$ cat src/rtl/pc_sequencer_pkg.sv
// Shared types and constants for the PC sequencer: FSM state encoding, default
// widths and the power-on contents of the branch-target table.
package pc_sequencer_pkg;

    typedef enum logic [1:0] {
        IDLE  = 2'd0,
        RUN   = 2'd1,
        FLUSH = 2'd2,
        HALT  = 2'd3
    } state_t;

    localparam int unsigned D_DEF  = 10;
    localparam int unsigned NT_DEF = 16;

    // Entries 0..3 come up as a small jump table; everything else is zero.
    function automatic int unsigned reset_entry(input int unsigned idx);
        case (idx)
            1:       return 11;
            2:       return 41;
            3:       return 99;
            default: return 0;
        endcase
    endfunction

endpackage

$ cat src/rtl/branch_target_table.sv
// Branch-target table: one combinational read port, one synchronous write port,
// asynchronously reset to the package's power-on contents.
module branch_target_table
    import pc_sequencer_pkg::*;
#(
    parameter int unsigned D  = D_DEF,
    parameter int unsigned NT = NT_DEF
) (
    input  logic                  clk,
    input  logic                  rst_n,
    input  logic                  we,
    input  logic [$clog2(NT)-1:0] waddr,
    input  logic [D-1:0]          wdata,
    input  logic [$clog2(NT)-1:0] raddr,
    output logic [D-1:0]          rdata
);

    logic [D-1:0] r_mem [NT];

    always_ff @(posedge clk or negedge rst_n) begin
        if (!rst_n) begin
            for (int unsigned i = 0; i < NT; i++) begin
                r_mem[i] <= D'(reset_entry(i));
            end
        end else if (we) begin
            r_mem[waddr] <= wdata;
        end
    end

    // Read sees the pre-write value when reading the entry being written.
    assign rdata = r_mem[raddr];

endmodule

$ cat src/rtl/pc_sequencer.sv
// Program-counter sequencer: IDLE/RUN/FLUSH/HALT control with stall, halt and
// table-driven absolute or relative branches.
module pc_sequencer
    import pc_sequencer_pkg::*;
#(
    parameter int unsigned D  = D_DEF,
    parameter int unsigned NT = NT_DEF
) (
    input  logic                  clk,
    input  logic                  rst_n,
    input  logic                  start,
    input  logic                  stall,
    input  logic                  halt_req,
    input  logic                  br_req,
    input  logic [$clog2(NT)-1:0] br_idx,
    input  logic                  br_rel,
    input  logic                  cfg_we,
    input  logic [$clog2(NT)-1:0] cfg_addr,
    input  logic [D-1:0]          cfg_data,
    output logic [D-1:0]          pc,
    output logic                  pc_valid,
    output logic                  halted,
    output logic                  br_taken,
    output logic                  cfg_err
);

    state_t       r_state;
    state_t       w_state_nxt;
    logic [D-1:0] r_pc;
    logic [D-1:0] w_pc_nxt;
    logic         r_br_taken;
    logic         w_br_taken_nxt;
    logic         r_cfg_err;
    logic         w_cfg_open;
    logic         w_tbl_we;
    logic [D-1:0] w_entry;
    logic [D-1:0] w_target;

    assign w_cfg_open = (r_state == IDLE) || (r_state == HALT);
    assign w_tbl_we   = cfg_we && w_cfg_open;

    branch_target_table #(
        .D  (D),
        .NT (NT)
    ) u_table (
        .clk   (clk),
        .rst_n (rst_n),
        .we    (w_tbl_we),
        .waddr (cfg_addr),
        .wdata (cfg_data),
        .raddr (br_idx),
        .rdata (w_entry)
    );

    // D-bit add wraps naturally, so a two's-complement entry acts as a signed offset.
    assign w_target = br_rel ? (r_pc + w_entry) : w_entry;

    always_comb begin
        w_state_nxt    = r_state;
        w_pc_nxt       = r_pc;
        w_br_taken_nxt = 1'b0;
        case (r_state)
            IDLE, HALT: begin
                if (start) begin
                    w_state_nxt = RUN;
                    w_pc_nxt    = '0;
                end
            end
            RUN: begin
                if (halt_req) begin
                    w_state_nxt = HALT;
                end else if (stall) begin
                    w_state_nxt = RUN;
                end else if (br_req) begin
                    w_state_nxt    = FLUSH;
                    w_pc_nxt       = w_target;
                    w_br_taken_nxt = 1'b1;
                end else begin
                    w_pc_nxt = r_pc + D'(1);
                end
            end
            FLUSH: begin
                w_state_nxt = halt_req ? HALT : RUN;
            end
            default: begin
                w_state_nxt = IDLE;
            end
        endcase
    end

    always_ff @(posedge clk or negedge rst_n) begin
        if (!rst_n) begin
            r_state    <= IDLE;
            r_pc       <= '0;
            r_br_taken <= 1'b0;
            r_cfg_err  <= 1'b0;
        end else begin
            r_state    <= w_state_nxt;
            r_pc       <= w_pc_nxt;
            r_br_taken <= w_br_taken_nxt;
            r_cfg_err  <= cfg_we && !w_cfg_open;
        end
    end

    assign pc       = r_pc;
    assign pc_valid = (r_state == RUN);
    assign halted   = (r_state == HALT);
    assign br_taken = r_br_taken;
    assign cfg_err  = r_cfg_err;

endmodule

$ cat config.mk
export PLATFORM = sky130hd
export DESIGN_NAME = pc_sequencer
export DESIGN_NICKNAME = d
export VERILOG_FILES = /design/src/rtl/pc_sequencer_pkg.sv /design/src/rtl/branch_target_table.sv /design/src/rtl/pc_sequencer.sv
export SDC_FILE = /design/constraint.sdc
export NUM_CORES = 1
export LEC_CHECK = 0
export ABC_AREA = 1
export CORE_ASPECT_RATIO = 0.6
export CORE_UTILIZATION = 55
export DETAILED_ROUTE_END_ITERATION = 16
export MAX_ROUTING_LAYER = met4
export PLACE_DENSITY = 0.8
export SYNTH_ARGS = -nofsm -noshare
export SYNTH_HDL_FRONTEND = slang
export SYNTH_HIERARCHICAL = 1
export SYNTH_SLANG_ARGS = --single-unit
$ cat constraint.sdc
create_clock -name clk -period 1.9 [get_ports clk]
set_input_delay 0.19 -clock clk [delete_from_list [all_inputs] [get_ports clk]]
set_output_delay 0.19 -clock clk [all_outputs]
set_load 0.01 [all_outputs]
## Yosys cells after proc, flatten, opt, wreduce, memory -nomap -nowiden

Cells that the tools add are included.

- Add/sub/neg operators: 2
- $lt $le $gt $ge: 3
- Equal/unequal tests: 7
- Muxes and demuxes: 22
- Bitwise gates (word level): 2
- Reduce and logical (&&, ||, !) cells: 10

Operator list:

| kind | number |
|---|---|
| bitwise mux 160 bit | 1 |
| 2-to-1 mux 10 bit | 8 |
| binary-select mux 10 bit (select 4 bit) | 1 |
| demux 10 bit (select 4 bit) | 1 |
| case mux 10 bit (2 select lines) | 1 |
| adder 10 x 1 -> 10 bit (second input constant) | 1 |
| adder 10 bit | 1 |
| greater-or-equal comparator 5 bit (second input constant) | 2 |
| 2-to-1 mux 2 bit | 5 |
| inverter 4 -> 5 bit | 2 |
| inequality test 2 bit (second input constant) | 3 |
| case mux 2 bit (3 select lines) | 1 |
| < comparator 5 x 1 -> 1 bit (second input constant) | 1 |
| equality test 2 bit (second input constant) | 2 |
| 2-to-1 mux 1 bit | 4 |
| inequality test 4 bit (second input constant) | 1 |
| AND reduction 4 bit | 1 |
| logical AND 1 bit | 3 |
| equality test 2 x 1 -> 1 bit (second input constant) | 1 |
| logical NOT 2 bit | 1 |
| AND reduction 2 bit | 1 |
| nonzero test 2 bit | 1 |
| OR reduction 2 bit | 1 |
| logical NOT 1 bit | 1 |
| logical OR 1 bit | 1 |

- Bits in registers: 174
- Input bits: 26
- Word-level logic and storage cells: 66

## Logic depth before layout (Yosys ltp)

Gate-level depths: netlist (run 1).

- Word-level depth: 10
- Mapped depth: 21

## Modules after synthesis

The synthesis (run 1) kept the hierarchy.

By module, submodules not included:

| module | instances | cells an instance | area an instance (um^2) | seq. area each (um^2) |
|---|---|---|---|---|
| branch_target_table | 1 | 1,047 | 7,811.2 | 4,016.4 |
| pc_sequencer | 1 | 220 | 1,441.4 | 350.3 |

## Worst setup path after synthesis (run 1)

No wires, ideal clock.

- Path type: in2reg
- From: input port br_idx[0]
- To: register r_pc[8], in the netlist pc[8]
- Library setup time: 116 ps
- Arrival: 2,121 ps
- Slack: -337 ps
- Stages on the path: 20
- Path buffers: 2
- Cells stage by stage: buf_4 inv_2 buf_2 nand2_1 nand2_1 nand2_1 nand3_1 nand3_1 nand2_1 ha_1 inv_1 fa_1 o21ai_2 nand2_1 nand2_1 nand2_1 nand3_1 nand2_1 nand2_1 nand2_1

- Word-level cells in the longest chain between the ends: 10

RTL lines:

| element | RTL line | source |
|---|---|---|
| from (decl) | pc_sequencer.sv:15 | `input logic [$clog2(NT)-1:0] br_idx,` |
| inverter 4 -> 5 bit (implied by the code) | branch_target_table.sv:31 | `assign rdata = r_mem[raddr];` |
| binary-select mux 10 bit (select 4 bit) | branch_target_table.sv:31 |  |
| 2-to-1 mux 10 bit (implied by the code) (2 in a row) | branch_target_table.sv:31 |  |
| via w_entry[0] | pc_sequencer.sv:36 | `logic [D-1:0] w_entry;` |
| adder 10 bit | pc_sequencer.sv:56 | `assign w_target = br_rel ? (r_pc + w_entry) : w_entry;` |
| 2-to-1 mux 10 bit | pc_sequencer.sv:56 |  |
| 2-to-1 mux 10 bit | pc_sequencer.sv:74 | `end else if (br_req) begin` |
| 2-to-1 mux 10 bit | pc_sequencer.sv:72 | `end else if (stall) begin` |
| 2-to-1 mux 10 bit | pc_sequencer.sv:70 | `if (halt_req) begin` |
| case mux 10 bit (2 select lines) | pc_sequencer.sv:62 | `case (r_state)` |
| to (signal assigned) | pc_sequencer.sv:99 | `r_pc <= w_pc_nxt;` |
| to (decl) | pc_sequencer.sv:29 | `logic [D-1:0] r_pc;` |

The timed path passes the listed nets, and every way through them passes these cells. The select of a mux whose other input is x is not followed.
A chain may end at the register's enable or synchronous reset.

## Worst setup path after layout (run 1)

- From: register u_table/r_mem[140] (netlist name)
- To: register r_pc[2], in the netlist pc[2]

- Word-level cells in the longest chain between the ends: 9

RTL lines:

| element | RTL line | source |
|---|---|---|
| from (decl) | branch_target_table.sv:18 | `logic [D-1:0] r_mem [NT];` |
| from (signal, indexed assignment) | branch_target_table.sv:23 | `r_mem[i] <= D'(reset_entry(i));` |
| from (signal, indexed assignment) | branch_target_table.sv:26 | `r_mem[waddr] <= wdata;` |
| binary-select mux 10 bit (select 4 bit) | branch_target_table.sv:31 |  |
| 2-to-1 mux 10 bit (implied by the code) (2 in a row) | branch_target_table.sv:31 |  |
| via w_entry[0] | pc_sequencer.sv:36 |  |
| adder 10 bit | pc_sequencer.sv:56 |  |
| 2-to-1 mux 10 bit | pc_sequencer.sv:56 |  |
| 2-to-1 mux 10 bit | pc_sequencer.sv:74 |  |
| 2-to-1 mux 10 bit | pc_sequencer.sv:72 |  |
| 2-to-1 mux 10 bit | pc_sequencer.sv:70 |  |
| case mux 10 bit (2 select lines) | pc_sequencer.sv:62 |  |

The timed path passes the listed nets, and every way through them passes these cells. The select of a mux whose other input is x is not followed.

==> results of run 1 <==
[cell usage in the layout, fill, tap and decap left out, types with 13 or more instances in the layout]
master                            netlist  routed
sky130_fd_sc_hd__nand3_1              139      96
sky130_fd_sc_hd__clkbuf_16              0      17
sky130_fd_sc_hd__nor2_1                21      15
sky130_fd_sc_hd__a21oi_1               17      15
sky130_fd_sc_hd__nand2_1              445     396
sky130_fd_sc_hd__dfrtp_1              164     164
sky130_fd_sc_hd__nand3_2                1      39
sky130_fd_sc_hd__nand2_2                1      42
sky130_fd_sc_hd__inv_2                  1      13
sky130_fd_sc_hd__o21ai_1              104     107
sky130_fd_sc_hd__buf_4                  1      82
sky130_fd_sc_hd__o21ai_0               68      64
sky130_fd_sc_hd__clkdlybuf4s50_1        0      35
sky130_fd_sc_hd__inv_1                168     155
[critical path: cells and delay by family, from the launching register on]
kind	cells	cell delay, ps
flops	1	530
fa+ha+maj	2	540
buf+inv	3	230
compound gates	2	260
xor+xnor	1	140
simple gates	6	470
[kinds of logic after synthesis]
logic type	count (synthesis)	synth area share, %
simple gates	625	28.0
fa+ha+maj	14	1.97
flops	174	47.2
buf+inv	247	11.1
compound gates	200	11.1
xor+xnor	7	0.663
[final timing paths]
| path | from | to | slack (ps) | cells past startpoint |
|---|---|---|---|---|
| hold / removal | rst_n | u_table/r_mem[38] | 280 | 2 |
| max in group asynchronous | rst_n | u_table/r_mem[121] | 900 | 3 |
| setup / recovery | u_table/r_mem[140] | pc[2] | -410 | 14 |
| min in group clk | cfg_we | cfg_err | 300 | 3 |
| hold reg to reg | u_table/r_mem[126] | u_table/r_mem[126] | 480 | 2 |
| setup reg to reg | u_table/r_mem[140] | pc[2] | -410 | 14 |
[repair_timing]
action                                  4_1_cts  5_1_grt
pin swaps                                    18       46
endpoints found under the setup margin       16       97
resized for setup                            64       87
hold endpoints to repair                     43        0
hold buffers                                  1        0
buffers inserted                              4        6
cloned                                        0        2
[layout make-up]
| type | instances | area [µm²] | share of cell area, % |
|---|---|---|---|
| clock buffers | 19 | 453 | 3.84 |
| clock inverters | 13 | 196 | 1.67 |
| well taps | 228 | 285 | 2.42 |
| flip-flops and latches | 174 | 4370 | 37.1 |
| inverters | 171 | 648 | 5.50 |
| multi-input cells | 846 | 4490 | 38.1 |
| diodes | 1 | 2.50 | 0.0212 |
| repair buffers | 143 | 1340 | 11.4 |
[flip-flops by register name, indices dropped and copies added (netlist names)]
signal         flops
pc                10
r_state            2
u_table/r_mem    160
br_taken           1
cfg_err            1
[where the power goes]
part	total, mW	switching (mW)	internal, mW	leakage, nW
clock network	3.86	1.56	2.30	0.312
logic	6.18	3.64	2.54	3.27
registers	6.33	0.913	5.42	2.18
[routing by layer]
metal	global-route usage, %	vias to the layer above
li1	-	4158
met1	53.1	4203
met2	47.5	487
met3	11.9	42
met4	9.29	0
met5	-	-
==> results.txt, run 1 <==
----------------------------------------------------
[Die]
  Die Width ... approximately 170 µm
  Area of the core region ... 16400 µm²
  Area enclosed by the die boundary ... 17400 µm²
  FP Rows ... 36
  Height of the die ... between 100 and 150 µm
  Starting Density ... between 50% and 60%
  Boundary Pins ... 40

[Pwr]
  Highest ir drop seen on vdd ... ~0.85 mV
  Reported leakage power ... between 5 and 6 nW
  Post-route total power ... approximately 16 mW
  Pwr Density ... around 1400 nW/µm²

[Logic synthesis]
  Count of flip-flops with a built-in enable after synthesis ... 0
  Synthesized area ... a little over 9000 µm²
  Synth warnings ... 6
  Avg Cell Area, Syn ... around 7.3 µm²
  Post-Syn Instances ... roughly 1300
  Most area-hungry cell type in the Yosys netlist ... sky130_fd_sc_hd__dfrtp_1
  Count of state elements after synthesis ... 174
  Seq/Total Area, Yosys ... between 40% and 50%
  Asr flop ratio synth ... between 90% and 100%
  Post-synth cell types ... 38
  Commonest cells in the synthesized netlist ... sky130_fd_sc_hd__nand2_1, sky130_fd_sc_hd__inv_1, sky130_fd_sc_hd__dfrtp_1, sky130_fd_sc_hd__nand3_1, sky130_fd_sc_hd__o21ai_1
  Fraction of post-synthesis cell area in the top cell type by area ... ~44%
  Leading cell types by total area after synthesis ... sky130_fd_sc_hd__dfrtp_1, sky130_fd_sc_hd__nand2_1, sky130_fd_sc_hd__nand3_1
  Mapped Nets ... 1307
  Most frequent cell after synthesis ... sky130_fd_sc_hd__nand2_1
  Top_reg_cell synth ... sky130_fd_sc_hd__dfrtp_1

[Clock tree]
  TritonCTS Buffers ... 17
  CTS tree ... done
  Buffer cell driving the clock tree root ... sky130_fd_sc_hd__clkbuf_16
  Maximum count of clock buffers along a single path ... 2
  Worst-path clk slew ... roughly 70 ps
  CTS H-tree lvls ... 4
  Clock latency of the later-clocked register in the worst-skew pair ... approximately 430 ps
  Total clock sinks ... between 150 and 200

[STA]
  Final-report setup violation count ... 10
  Minimum clock period ... between 2000 and 2500 ps
  Slew headroom ... a little over three fifths
  Final period utilization ... 122%
  Sum of negative setup slack ... -2380 ps
  Worst Slack Setup Final ... -412 ps
  Hold_ws ... ~280 ps
  Number of pins exceeding their max-slew limit in the final report ... 0
  Maximum clock frequency ... 433 MHz
  Unrepaired setup endpoints after global routing ... yes
  Final hold violation count ... 0
  Slew at the pin closest to its max-slew limit ... around 550 ps
  Clock Skews ... around 12 ps

[Layout]
  Area of all placed cells without fillers ... about 12000 µm²
  Proportion of layout cells with a drive suffix above 1 ... 21.1%
  Post-route insts no fill ... approximately 1600
  Number of fillers in the final layout ... approximately 1200
  Layout-stage area growth over the synthesis result ... 27.4%
  # nets final ... between 1000 and 1500
  Post-route core utilization ... between 70% and 80%

[Job]
  Maximum Capacitance Violations ... 0

[Detailed routing]
  Antenna Violating Nets Remaining ... 0
  Routed WL per cell ... 18.3 µm
  Total met2 wirelength after detailed routing ... around 12000 µm
  Detailed-routing iteration count for the pre-antenna-repair pass ... 6
  DR DRC count ... 0
  Top routing layer in use ... met4
  Overall via count from detail_route ... around 8900
  Met3 WL ... ~4000 µm
  Met1 Wirelength ... 13000 µm
  Drt via density ... roughly 5.6
  Aggregate routed wire length ... about 30000 µm
  Detailed router's first-iteration violation count ... around 1300

[Status]
  Violations in the final reports ... setup timing
  Run status ... complete, but fails checks

[Setup path]
  Crit path capture type ... flop
  Data arrival time of the critical path ... 2610 ps
  Type of the worst setup path ... flop to flop
  Slowest Stage Delay on Critical Path ... roughly 530 ps
  Critical path required time ... 2200 ps
  Critical path, cell by cell ... inv_2, nand2_1, nand3_1, nand3_2, nand3_2, nand2_2, ha_4, inv_2, fa_2, buf_6, xor2_2, nand2_1, a32oi_1, o22ai_1
  Maximum fanout encountered on the critical timing path ... 2
  Type of element launching the critical path ... flop
  CP max-delay cell ... sky130_fd_sc_hd__dfstp_2

[Placement]
  Placer congestion estimate ... between 0.9 and 1
  PortBufs ... 39
  Cell area reported after detailed placement ... between 10000 and 15000 µm²
  Sum of net half-perimeters after detailed placement ... 19900 µm
  Cell total after placement ... roughly 1600
  Pre-CTS setup slack ... -912 ps

[Global route]
  Vias in the first global route ... a little over 8000
  Number of antenna violations at the first check in global routing ... 1
  Maximum number of pins on one net before global-route repair ... 52
  Overall routing resource usage ... 36.3%
  Global-route congestion overflow total ... 0
  Wire length of the first global-routing pass ... approximately 45000 µm

[Hold path]
  Hold Path Class ... input port to asynchronous set/reset pin

----------------------------------------------------
No activity file was read; power rests on OpenSTA's default activity.
==> run 2, diff against run 1 <==
CORE_MARGIN = 5   (was unset)
==> results.txt, run 2 (synthesized netlist as in run 1, its figures left out) <==
----------------------------------------------------
[Placement]
  Cell total after placement ... 1548 (-0.19%)
  Pre-CTS setup slack ... -869 ps (+42.9 ps)
  Sum of net half-perimeters after detailed placement ... 19800 µm (-0.61%)
  PortBufs ... 39 (unchanged)
  Placer congestion estimate ... 1.02 (+2.0%)

[STA]
  Final-report setup violation count ... 9 (-1)
  Unrepaired setup endpoints after global routing ... yes
  Minimum clock period ... 2330 ps (+16.5 ps)
  Worst Slack Setup Final ... -428 ps (-16.5 ps)
  Clock Skews ... 12.1 ps (+0.0976 ps)
  Hold_ws ... 245 ps (-39.4 ps)
  Number of pins exceeding their max-slew limit in the final report ... 0 (unchanged)
  Slew headroom ... 65.3% (+2.1 points)
  Final hold violation count ... 0 (unchanged)
  Slew at the pin closest to its max-slew limit ... 520 ps (-32.7 ps)
  Final period utilization ... 123% (+0.87 points)
  Maximum clock frequency ... 430 MHz (-0.71%)

[Setup path]
  Type of element launching the critical path ... flop
  CP max-delay cell ... sky130_fd_sc_hd__dfrtp_1
  Critical path required time ... 2240 ps (+40 ps)
  Critical path, cell by cell ... nand2_1, nand2_2, nand2_2, nand3_2, nand3_2, nand2_4, ha_4, buf_4, buf_6, buf_6, buf_6, buf_6, nand3_4, nand3_4, nand2_4, nand3b_1, nand3_2, nand2_2, nand2_2, nand2_1
  Maximum fanout encountered on the critical timing path ... 3 (+1)
  Crit path capture type ... flop
  Data arrival time of the critical path ... 2660 ps (+50 ps)
  CP bufs+invs ... 5 (+2)
  Slowest Stage Delay on Critical Path ... 380 ps (-150 ps)
  Kind of cell adding the most delay to the critical path ... simple AND/OR/NAND/NOR gates
  Type of the worst setup path ... flop to flop

[Layout]
  Number of flip-flops under the largest register name ... 160 (unchanged)
  Number of fillers in the final layout ... 1248 (+0.81%)
  Register containing the most flip-flops in the final layout ... u_table/r_mem
  Footprint of the multi-input gates ... 4380 µm² (-2.5%)
  Most common library cell in the layout ignoring fill and taps ... sky130_fd_sc_hd__nand2_1
  # nets final ... 1397 (+0.29%)
  Post-route core utilization ... 71.7% (-0.34 points)
  Antenna diode count ... 0 (-1)
  Layout-stage area growth over the synthesis result ... 26.8%
  Area taken by flip-flops and latches ... 4370 µm² (unchanged)
  Post-route insts no fill ... 1597 (+0.13%)
  Most frequent cells in the layout ... sky130_fd_sc_hd__nand2_1, sky130_fd_sc_hd__dfrtp_1, sky130_fd_sc_hd__inv_1
  Proportion of layout cells with a drive suffix above 1 ... 20.1% (-1.0 points)

[Global route]
  Number of antenna violations at the first check in global routing ... 0 (-1)
  Maximum number of pins on one net before global-route repair ... 50 (-3.8%)
  Overall routing resource usage ... 31.3% (-5.0 points)
  Wire length of the first global-routing pass ... 46300 µm (+2.8%)
  Global-route congestion overflow total ... 0 (unchanged)
  Vias in the first global route ... 8386 (+4.3%)

[Clock tree]
  CTS H-tree lvls ... 4 (unchanged)
  Clock latency of the later-clocked register in the worst-skew pair ... 440 ps (about the same)
  Worst-path clk slew ... 70 ps (about the same)
  Buffer cell driving the clock tree root ... sky130_fd_sc_hd__clkbuf_16
  CTS tree ... done
  TritonCTS Buffers ... 17 (unchanged)
  Total clock sinks ... 174 (unchanged)
  Maximum count of clock buffers along a single path ... 2 (unchanged)

[Die]
  Area enclosed by the die boundary ... 19600 µm² (+13%)
  FP Rows ... 36 (unchanged)
  Starting Density ... 56.6% (unchanged)
  Boundary Pins ... 40 (unchanged)
  Die Width ... 177 µm (+4.7%)
  Area of the core region ... 16400 µm² (unchanged)
  Height of the die ... 110 µm (+7.8%)

[Detailed routing]
  DR DRC count ... 0 (unchanged)
  Detailed-routing iteration count for the pre-antenna-repair pass ... 6 (unchanged)
  Detailed router's first-iteration violation count ... 1555 (+17%)
  Drt via density ... 5.72 (+2.6%)
  Routed WL per cell ... 18.9 µm (+3.6%)
  Aggregate routed wire length ... 30200 µm (+3.8%)
  Antenna Violating Nets Remaining ... 0 (unchanged)
  Overall via count from detail_route ... 9137 (+2.8%)

[Pwr]
  Post-route total power ... 16.6 mW (+1.3%)
  Reported leakage power ... 5.77 nW (+0.22%)
  Highest ir drop seen on vdd ... 0.873 mV (+2.2%)
  Pwr Density ... 1410 nW/µm² (+1.8%)

[Status]
  Run status ... complete, but fails checks
  Violations in the final reports ... setup timing

[Hold path]
  Hold Path Class ... input port to asynchronous set/reset pin

[Job]
  Maximum Capacitance Violations ... 0 (unchanged)

----------------------------------------------------
run 2: changes by cell type in the layout (fill, tap and decap cells not counted), moves of 4 or more:
cell                      previous run  this run
sky130_fd_sc_hd__buf_4              82        87
sky130_fd_sc_hd__inv_1             155       159
sky130_fd_sc_hd__inv_2              13         9
sky130_fd_sc_hd__nand2_1           396       401
sky130_fd_sc_hd__nor2_1             15        19
sky130_fd_sc_hd__nor2_4              6         1
run 2: cell type report:
type                            count  share of cell area, %
Inverter                          171                   5.51
Timing Repair Buffer              147                   11.9
Tap cell                          228                   2.43
Clock buffer                       19                   3.86
Multi-Input combinational cell    846                   37.3
Clock inverter                     12                   1.77
Sequential cell                   174                   37.2
run 2: what timing repair did:
item | in CTS | in global routing
hold buffers | 1 | 0
endpoints found under the setup margin | 10 | 129
gates resized for setup | 69 | 52
setup buffers | 6 | 12
gates cloned | 0 | 0
hold endpoints to repair | 36 | 0
pin swaps | 28 | 32
run 2: final timing paths:
path,from,endpoint,slack [ps],cells past startpoint
worst min register to register,u_table/r_mem[121],u_table/r_mem[121],470,2
min in group clk,cfg_we,cfg_err,300,3
worst min-delay path,rst_n,u_table/r_mem[157],240,2
worst max register to register,u_table/r_mem[50],pc[5],-430,20
max in group asynchronous,rst_n,u_table/r_mem[120],920,3
worst max-delay path,u_table/r_mem[50],pc[5],-430,20
run 2: where the power goes:
part	internal (mW)	leakage, nW	total, mW	switching, mW
Clock	2.41	0.313	3.94	1.52
Sequential	5.42	2.18	6.33	0.908
Combinational	2.63	3.28	6.33	3.70
run 2: through the flow:
stage | cell area, µm² | setup TNS [ps]
2_1_floorplan | 9380 | -793
3_3_place_gp | 10500 | -6580
3_5_place_dp | 10500 | -7310
4_1_cts | 11500 | -1810
5_1_grt | 11700 | -4530
6_report | 11700 | -3490
run 2: layer usage:
layer	vias to the layer above	share of wire [%]	track usage, %	wire length [µm]
met3	73	14	10.8	4130
met2	567	41	41.5	12500
met5	-	0	-	0
met1	4336	43	46.3	12900
met4	0	2.3	6.44	688
li1	4161	-	-	-
==> run 3, diff against run 2 <==
CORE_UTILIZATION = 28   (was 55)
CTS_BUF_LIST = sky130_fd_sc_hd__clkbuf_4   (was unset)
PLACE_DENSITY = 0.48   (was 0.8)
SLEW_MARGIN = 40   (was unset)
==> results.txt, run 3 (synthesized netlist as in run 1, its figures left out) <==
----------------------------------------------------
[Detailed routing]
  Met3 WL ... 889 µm (-78%)
  Drt via density ... 4.56 (-20%)
  Overall via count from detail_route ... 8275 (-9.4%)
  Detailed-routing iteration count for the pre-antenna-repair pass ... 5 (-1)
  DR DRC count ... 0 (unchanged)
  Met1 Wirelength ... 16100 µm (+25%)
  Antenna Violating Nets Remaining ... 0 (unchanged)
  Detailed router's first-iteration violation count ... 744 (-52%)
  Top routing layer in use ... met4
  Routed WL per cell ... 16.2 µm (-14%)
  Aggregate routed wire length ... 29400 µm (-2.7%)
  Total met2 wirelength after detailed routing ... 12200 µm (-2.5%)

[Global route]
  Wire length of the first global-routing pass ... 46300 µm (about the same)
  Global-route congestion overflow total ... 0 (unchanged)
  Number of antenna violations at the first check in global routing ... 0 (unchanged)
  Vias in the first global route ... 8126 (-3.1%)
  Overall routing resource usage ... 16.8% (-14 points)
  Maximum number of pins on one net before global-route repair ... 60 (+20%)

[Clock tree]
  Worst-path clk slew ... 160 ps (+90 ps)
  CTS tree ... done
  CTS H-tree lvls ... 4 (unchanged)
  Buffer cell driving the clock tree root ... sky130_fd_sc_hd__clkbuf_4
  Total clock sinks ... 174 (unchanged)
  TritonCTS Buffers ... 17 (unchanged)
  Maximum count of clock buffers along a single path ... 2 (unchanged)
  Clock latency of the later-clocked register in the worst-skew pair ... 620 ps (+180 ps)

[Die]
  Die Width ... 245 µm (+38%)
  Starting Density ... 28.4% (-28 points)
  Height of the die ... 151 µm (+37%)
  FP Rows ... 51 (+42%)
  Area enclosed by the die boundary ... 36900 µm² (+88%)
  Area of the core region ... 32500 µm² (+99%)
  Boundary Pins ... 40 (unchanged)

[Setup path]
  Critical path required time ... 2440 ps (+200 ps)
  Critical path, cell by cell ... nand2_2, nand2_2, nand2_1, nand3_1, nand3_2, nand2_4, ha_4, inv_2, fa_2, o21ai_4, nand2_2, nand2_1, nand2_1, nand3_2, nand2_1, nand2_1, nand2_1
  Crit path capture type ... flop
  Kind of cell adding the most delay to the critical path ... simple AND/OR/NAND/NOR gates
  Reg-to-reg critical path startpoint ... u_table/r_mem[130]
  Worst R2R End ... pc[8]
  Type of the worst setup path ... flop to flop
  Data arrival time of the critical path ... 2790 ps (+130 ps)
  Cell seen most often among critical-path stages ... sky130_fd_sc_hd__nand2_1
  CP max-delay cell ... sky130_fd_sc_hd__dfstp_2
  Minimum setup slack among reg-to-reg paths ... -350 ps (+80 ps)
  Path depth of the worst reg2reg path ... 17 (-15%)
  CP bufs+invs ... 1 (-4)
  Slowest Stage Delay on Critical Path ... 560 ps (+180 ps)
  Maximum fanout encountered on the critical timing path ... 3 (unchanged)
  Type of element launching the critical path ... flop

[Layout]
  Footprint of the multi-input gates ... 4220 µm² (-3.6%)
  Register containing the most flip-flops in the final layout ... u_table/r_mem
  Antenna diode count ... 0 (unchanged)
  Number of fillers in the final layout ... 3456 (+180%)
  Area of all placed cells without fillers ... 11700 µm² (-0.55%)
  Area taken by flip-flops and latches ... 4370 µm² (about the same)
  Proportion of layout cells with a drive suffix above 1 ... 18.0% (-2.1 points)
  Most frequent cells in the layout ... sky130_fd_sc_hd__nand2_1, sky130_fd_sc_hd__inv_1, sky130_fd_sc_hd__dfrtp_1
  Number of flip-flops under the largest register name ... 160 (unchanged)
  Post-route core utilization ... 35.8% (-36 points)
  # nets final ... 1419 (+1.6%)
  Layout-stage area growth over the synthesis result ... 26.1%
  Most common library cell in the layout ignoring fill and taps ... sky130_fd_sc_hd__nand2_1

[STA]
  Minimum clock period ... 2250 ps (-77.5 ps)
  Final-report setup violation count ... 13 (+4)
  Final period utilization ... 118% (-4.1 points)
  Maximum clock frequency ... 444 MHz (+3.4%)
  Unrepaired setup endpoints after global routing ... yes
  Slew at the pin closest to its max-slew limit ... 561 ps (+41.4 ps)
  Worst Slack Setup Final ... -351 ps (+77.5 ps)
  Hold_ws ... 109 ps (-135 ps)
  Slew headroom ... 62.6% (-2.7 points)
  Final hold violation count ... 0 (unchanged)
  Clock Skews ... 29.3 ps (+17.2 ps)
  Number of pins exceeding their max-slew limit in the final report ... 0 (unchanged)

[Status]
  Run status ... complete, but fails checks
  Violations in the final reports ... setup timing

[Pwr]
  Switch share ... 38.3% (+1.3 points)
  Power share of the clock group ... 15.2% (-8.5 points)
  Internal power contribution ... 8.90 mW (-15%)
  Combinational group share of total power ... 41.8% (+3.7 points)
  Sequential share of power ... 43.0% (+4.9 points)
  Reported leakage power ... 5.70 nW (-1.2%)
  Switching power ... 5.52 mW (-10%)
  Pwr Density ... 1240 nW/µm² (-13%)
  Post-route total power ... 14.4 mW (-13%)
  Highest ir drop seen on vdd ... 0.445 mV (-49%)

[Placement]
  Pre-CTS setup slack ... -893 ps (-23.3 ps)
  Sum of net half-perimeters after detailed placement ... 21900 µm (+11%)
  PortBufs ... 39 (unchanged)
  Cell area reported after detailed placement ... 11000 µm² (+5.1%)
  Placer congestion estimate ... 0.855 (-16%)

[Job]
  Maximum Capacitance Violations ... 0 (unchanged)

[Hold path]
  Hold Path Class ... input port to asynchronous set/reset pin

----------------------------------------------------
run 3: worst max-delay path by stage:
stage	from	end	slack (ps)	cells after the start
final	u_table/r_mem[130]	pc[8]	-350	17
after global placement	br_idx[1]	pc[8]	-890	16
after global routing	u_table/r_mem[130]	pc[6]	-510	17
after CTS	u_table/r_mem[130]	pc[8]	-380	17
after detailed placement	br_idx[1]	pc[8]	-890	18
after floorplan	br_idx[0]	pc[8]	-210	20
run 3: cell type report:
class                           count  share of cell area, %
Clock buffer                       18                   1.16
Multi-Input combinational cell    846                   36.2
Tap cell                          424                   4.55
Timing Repair Buffer              169                   13.9
Clock inverter                     14                   1.21
Sequential cell                   174                   37.5
Inverter                          171                   5.55
run 3: power by group through the flow:
stage          combinational (mW)  clock (mW)  sequential [mW]
5_1_grt                      6.88        2.46             6.40
6_report                     6.03        2.19             6.20
4_1_cts                      5.80        2.31             6.19
2_1_floorplan                3.55           0             6.13
3_5_place_dp                 5.61           0             6.29
3_3_place_gp                 5.55           0             6.26
run 3: worst reg2reg max path: stages (launching register included):
cell and delay, ps:
sky130_fd_sc_hd__dfstp_2 560, sky130_fd_sc_hd__nand2_2 50, sky130_fd_sc_hd__nand2_2 80, sky130_fd_sc_hd__nand2_1 50, sky130_fd_sc_hd__nand3_1 80, sky130_fd_sc_hd__nand3_2 90, sky130_fd_sc_hd__nand2_4 100, sky130_fd_sc_hd__ha_4 140
sky130_fd_sc_hd__inv_2 40, sky130_fd_sc_hd__fa_2 380, sky130_fd_sc_hd__o21ai_4 200, sky130_fd_sc_hd__nand2_2 90, sky130_fd_sc_hd__nand2_1 60, sky130_fd_sc_hd__nand2_1 60, sky130_fd_sc_hd__nand3_2 50, sky130_fd_sc_hd__nand2_1 50
sky130_fd_sc_hd__nand2_1 50, sky130_fd_sc_hd__nand2_1 50
run 3: layer usage:
layer | GRT usage, % | vias up
li1 | - | 4218
met1 | 25.1 | 3938
met4 | 3.53 | 0
met5 | - | -
met3 | 2.63 | 18
met2 | 24.2 | 101
run 3: per-stage QoR:
step,TNS (ps),instances
global route,-4020,1816
floorplan,-793,1267
detailed placement,-7530,1771
CTS,-2660,1811
global placement,-7480,1771
finish,-2240,1816
run 3: timing repair:
item,in CTS,in global routing
pin swaps,7,21
setup endpoints to repair,23,25
gates resized for setup,29,51
endpoints found under the hold margin,166,0
buffers inserted,7,5
hold buffers,1,0
